## src/rtl/mem_arbiter.sv

```systemverilog
// mem_arbiter: shares one memory port between instruction fetch and data
// load/store requesters. A single transaction is outstanding at a time. It is
// aborted after TIMEOUT wait cycles and finishes with a one-cycle ack.
// Optional build macro: MEM_ARBITER_RR_EN replaces the default fixed priority
// (data over fetch) with round-robin arbitration between the two requesters.
module mem_arbiter #(
  parameter int unsigned TIMEOUT = 16
) (
  input  logic        clk,
  input  logic        rst,
  input  logic        if_req,
  input  logic [31:0] if_addr,
  output logic [31:0] if_rdata,
  output logic        if_ack,
  output logic        if_err,
  input  logic        dm_req,
  input  logic        dm_we,
  input  logic [31:0] dm_addr,
  input  logic [31:0] dm_wdata,
  input  logic [3:0]  dm_wstrb,
  output logic [31:0] dm_rdata,
  output logic        dm_ack,
  output logic        dm_err,
  output logic        mem_req,
  output logic        mem_we,
  output logic [31:0] mem_addr,
  output logic [31:0] mem_wdata,
  output logic [3:0]  mem_wstrb,
  input  logic [31:0] mem_rdata,
  input  logic        mem_ready
);

  localparam int unsigned CNT_W = 8;
  localparam logic [CNT_W-1:0] LAST_WAIT = CNT_W'(TIMEOUT - 1);

  typedef enum logic [1:0] {IDLE, IF_BUSY, DM_BUSY, RESP} state_t;

  state_t            state_q, state_d;
  logic [CNT_W-1:0]  cnt_q, cnt_d;
  logic              mem_req_d, mem_we_d;
  logic [31:0]       mem_addr_d, mem_wdata_d;
  logic [3:0]        mem_wstrb_d;
  logic              if_ack_d, if_err_d, dm_ack_d, dm_err_d;
  logic [31:0]       if_rdata_d, dm_rdata_d;
  logic              grant_dm_c;

`ifdef MEM_ARBITER_RR_EN
  // Set when the data requester received the most recent grant.
  logic last_dm_q, last_dm_d;

  // Round-robin: on contention the requester not granted last wins.
  always_comb grant_dm_c = dm_req && (!if_req || !last_dm_q);
`else
  // Fixed priority: data wins whenever it is requesting.
  always_comb grant_dm_c = dm_req;
`endif

  // State and all registered outputs.
  always_ff @(posedge clk or posedge rst) begin
    if (rst) begin
      state_q   <= IDLE;
      cnt_q     <= '0;
      mem_req   <= 1'b0;
      mem_we    <= 1'b0;
      mem_addr  <= '0;
      mem_wdata <= '0;
      mem_wstrb <= '0;
      if_ack    <= 1'b0;
      if_err    <= 1'b0;
      dm_ack    <= 1'b0;
      dm_err    <= 1'b0;
      if_rdata  <= '0;
      dm_rdata  <= '0;
`ifdef MEM_ARBITER_RR_EN
      last_dm_q <= 1'b0;
`endif
    end else begin
      state_q   <= state_d;
      cnt_q     <= cnt_d;
      mem_req   <= mem_req_d;
      mem_we    <= mem_we_d;
      mem_addr  <= mem_addr_d;
      mem_wdata <= mem_wdata_d;
      mem_wstrb <= mem_wstrb_d;
      if_ack    <= if_ack_d;
      if_err    <= if_err_d;
      dm_ack    <= dm_ack_d;
      dm_err    <= dm_err_d;
      if_rdata  <= if_rdata_d;
      dm_rdata  <= dm_rdata_d;
`ifdef MEM_ARBITER_RR_EN
      last_dm_q <= last_dm_d;
`endif
    end
  end

  // Next-state and next-output logic; acks/errs are single-cycle by default.
  always_comb begin
    state_d     = state_q;
    cnt_d       = cnt_q;
    mem_req_d   = mem_req;
    mem_we_d    = mem_we;
    mem_addr_d  = mem_addr;
    mem_wdata_d = mem_wdata;
    mem_wstrb_d = mem_wstrb;
    if_ack_d    = 1'b0;
    if_err_d    = 1'b0;
    dm_ack_d    = 1'b0;
    dm_err_d    = 1'b0;
    if_rdata_d  = if_rdata;
    dm_rdata_d  = dm_rdata;
`ifdef MEM_ARBITER_RR_EN
    last_dm_d   = last_dm_q;
`endif

    unique case (state_q)
      IDLE: begin
        if (dm_req || if_req) begin
          cnt_d     = '0;
          mem_req_d = 1'b1;
`ifdef MEM_ARBITER_RR_EN
          last_dm_d = grant_dm_c;
`endif
          if (grant_dm_c) begin
            mem_we_d    = dm_we;
            mem_addr_d  = dm_addr;
            mem_wdata_d = dm_wdata;
            mem_wstrb_d = dm_wstrb;
            state_d     = DM_BUSY;
          end else begin
            mem_we_d    = 1'b0;
            mem_addr_d  = if_addr;
            mem_wdata_d = '0;
            mem_wstrb_d = '0;
            state_d     = IF_BUSY;
          end
        end
      end

      IF_BUSY, DM_BUSY: begin
        if (mem_ready) begin
          mem_req_d = 1'b0;
          state_d   = RESP;
          if (state_q == DM_BUSY) begin
            dm_rdata_d = mem_rdata;
            dm_ack_d   = 1'b1;
          end else begin
            if_rdata_d = mem_rdata;
            if_ack_d   = 1'b1;
          end
        end else begin
          cnt_d = cnt_q + CNT_W'(1);
          if (cnt_q == LAST_WAIT) begin
            mem_req_d = 1'b0;
            state_d   = RESP;
            if (state_q == DM_BUSY) begin
              dm_ack_d = 1'b1;
              dm_err_d = 1'b1;
            end else begin
              if_ack_d = 1'b1;
              if_err_d = 1'b1;
            end
          end
        end
      end

      RESP: state_d = IDLE;

      default: state_d = IDLE;
    endcase
  end

endmodule

```

## config.mk

```make
export PLATFORM = sky130hd
export DESIGN_NAME = mem_arbiter
export DESIGN_NICKNAME = d
export VERILOG_FILES = /design/src/rtl/mem_arbiter.sv
export SDC_FILE = /design/constraint.sdc
export NUM_CORES = 1
export LEC_CHECK = 0
export ABC_CLOCK_PERIOD_IN_PS = 14900
export BUFFER_PORTS_ARGS = -buffer_cell sky130_fd_sc_hd__buf_2
export CAP_MARGIN = 30
export CORE_MARGIN = 2
export CORE_UTILIZATION = 50
export CTS_CLUSTER_DIAMETER = 200
export DETAILED_ROUTE_END_ITERATION = 8
export GPL_TIMING_DRIVEN = 1
export PLACE_DENSITY = 0.95
export SYNTH_ARGS = -nofsm -noshare
export SYNTH_HDL_FRONTEND = slang
export SYNTH_SLANG_ARGS = --single-unit
```

## constraint.sdc

```tcl
create_clock -name clk -period 14.9 [get_ports clk]
set_input_delay 2.98 -clock clk [delete_from_list [all_inputs] [get_ports clk]]
set_output_delay 2.98 -clock clk [all_outputs]
set_load 0.01 [all_outputs]
```

==> impl_metrics.py <==
metrics = {
    "outcome": {
        "status": "complete, no violations",
    },
    "setup_path": {
        "crit_path_end_kind": "flip-flop",
        "critPathBufInv": 3,
        "arrival_ns": 4.91,
        "critPathMostFrequentCell": "buf_4",
        "criticalPathCategory": "input pin to flip-flop",
        "cp_max_fo": 75,
        "crit_path_max_incr_delay_ns": 0.63,
        "reg2reg_depth": 6,
        "path_cells": "buf_2 -> buf_4 -> o21ai_4 -> buf_4 -> o21ai_0",
        "start_kind": "input pin",
        "slowest_stage": "o21ai_4",
        "cp_top_family": "buffers and inverters",
        "crit_required_ns": 15.15,
        "path_depth": 5,
    },
    "yosys": {
        "synthArstFlopShare_pct": 100,
        "syn_nets": 580,
        "synth-warning-count": 0,
        "yosys.area.top_type_share_pct": 62.6,
        "yosysSeqAreaShare_pct": 62.6,
        "ys_types": 39,
        "netlist_area_um2": 5920,
        "netlist_instances": 438,
        "yosysMostFrequentCell": "dfrtp_1",
        "synth_edf_count": 0,
        "yosys-top-cells-count": "148 x dfrtp_1, 60 x mux2_2, 41 x nand2_1",
        "ys.flop_type": "dfrtp_1",
        "avgSynthCellArea_um2": 13.5,
        "synth_top_cell_by_area": "dfrtp_1",
        "yosys-top-cells-area": "dfrtp_1 63%, mux2_2 11%, a22o_1 5.5%",
        "synth_seq_cells": 148,
    },
    "drt": {
        "postRouteAntennaNets": 0,
        "vias": 4529,
        "drt_iter0_markers": 287,
        "dr.pass1.iters": 4,
        "post_drt_wl_per_cell_um": 16.1,
        "drc": 0,
        "wl_um": 14000,
        "routed_via_density": 5.22,
    },
    "place": {
        "dp_slack_ns": 9.84,
        "place_congestion": 0.789,
        "port_buffers": 275,
        "hpwl_um": 10300,
    },
    "timing": {
        "timing.setup.tns_ns": 0,
        "rsz0062_at_grt": "false",
        "drv_slew": 0,
        "hold_viol_final": 0,
        "slew_headroom_pct": 41.0,
        "post-route-period-util_pct": 31.3,
        "fmax_mhz": 214,
        "skew_ns": 0.00812,
        "setup_viol": 0,
        "tightest_slew_ns": 0.885,
        "period_minus_slack_ns": 4.66,
        "setup_ws_ns": 10.24,
    },
    "clock_tree": {
        "cts_setup_buffers": 0,
        "clock_path_buffers": 2,
        "cts-root-buf": "clkbuf_16",
        "ctsResizeCount": 0,
        "ctsHoldBuffers": 0,
        "clk_latency_ns": 0.41,
        "htreeDepth": 4,
        "cts_tree": "yes",
        "clk_pin_slew_worst_paths_ns": 0.06,
        "cts_inserted_buffers": 17,
        "cts.sinks": 148,
    },
    "floorplan": {
        "fp.dieW_um": 113,
        "num_io_pins": 276,
        "start_util_pct": 51.6,
        "core_um2": 11500,
        "row_count": 39,
        "die_area_um2": 12700,
        "fp.dieH_um": 113,
    },
    "global_routing": {
        "grt_pass1_wl_um": 22400,
        "grt_max_degree": 76,
        "overflow": 0,
        "grt_usage_pct": 22.0,
        "antenna_found_initial": 0,
        "grt_pass1_vias": 4679,
    },
    "finish": {
        "num-fill-cells": 762,
        "layout-drive-gt1-share_pct": 52.5,
        "areaGrowthSynthToFinish_pct": 35.2,
        "finalNetCount": 854,
        "diodes": 0,
    },
    "min_path": {
        "hp-class": "flip-flop to flip-flop",
        "hold_path_depth": 2,
    },
    "power_and_ir_drop": {
        "power_density_nw_per_um2": 222,
        "power_uw": 1780,
        "ir_drop_mv": 0.150,
        "p_leak_uw": 0.00419,
    },
    "job": {
        "timing.max_cap.violations": 0,
    },
}
-- worst reg2reg max path: cells and delay by family (launching register included) --
family        cells  cell delay (ns)
fa+ha+maj         1             0.39
mux               1             0.41
simple gates      2             0.30
buf+inv           2             0.46
flops             1             0.39
-- metrics by stage --
step                      util, %  hold slack [ns]  instance area, um2  cells
after floorplan                 -            0.482                5920    438
after global placement       64.5            0.461                7400    835
after global routing         69.8            0.504                8000    867
after detailed placement     64.8            0.472                7430    836
final                        69.8            0.479                8000    867
after CTS                    69.8            0.485                8000    867
-- layout make-up --
class | instances | area [um2] | area share, %
Clock buffer | 20 | 447 | 5.58
Clock inverter | 11 | 128 | 1.59
Inverter | 6 | 27.5 | 0.344
Multi-Input combinational cell | 258 | 2080 | 26.0
Sequential cell | 148 | 3700 | 46.3
Tap cell | 143 | 179 | 2.24
Timing Repair Buffer | 281 | 1440 | 18.0
-- flip-flops by register name, indices dropped and copies added, names as in the netlist --
register and flops:
cnt_q 8, dm_ack 1, dm_err 1, dm_rdata 32
if_ack 1, if_err 1, if_rdata 32, mem_addr 32
mem_req 1, mem_wdata 32, mem_we 1, mem_wstrb 4
state_q 2
-- per-layer routing --
layer | wire length, um | global-route usage [%] | part of all wire [%] | vias to the layer above
met5 | 0 | 0 | 0 | -
met4 | 232 | 6.02 | 1.7 | 0
met3 | 905 | 5.68 | 6.5 | 23
met2 | 7450 | 40.4 | 53 | 192
met1 | 5360 | 25.5 | 38 | 2201
li1 | - | - | - | 2113
-- logic make-up after synthesis --
| logic type | share of synthesized area [%] |
|---|---|
| compound gates | 9.89 |
| fa+ha+maj | 0.846 |
| xor+xnor | 0.592 |
| simple gates | 5.48 |
| mux | 18.1 |
| flops | 62.6 |
| buf+inv | 2.52 |
-- final timing paths --
path | from | endpoint | slack [ns]
max | dm_req | mem_addr[30] | 10.24
min | mem_addr[16] | mem_addr[16] | 0.48
max reg2reg | state_q[1] | if_rdata[25] | 12.83
min reg2reg | mem_addr[16] | mem_addr[16] | 0.48
max in group asynchronous | rst | dm_rdata[18] | 10.90
min in group asynchronous | rst | mem_addr[0] | 2.67
-- where the power goes --
group	internal [uW]	leakage (uW)	switching [uW]
combinational	328	0.00209	349
sequential	588	0.00183	101
clock	251	0.000273	161
-- cell usage in the layout (no fill, tap or decap), drive strengths merged, types with 2 or more instances in the layout --
master and instances:
buf 281, dfrtp 148, mux2 66, nand2 41, o21ai 40, a22o 37
mux2i 32, clkbuf 20, nor2 9, inv 8, ha 4, clkinv 4
a21oi 3, xnor2 3, clkinvlp 3, and2 2, nand3 2, and3 2
nor4 2, bufinv 2, or4 2
Power figures use the tool's default switching activity.
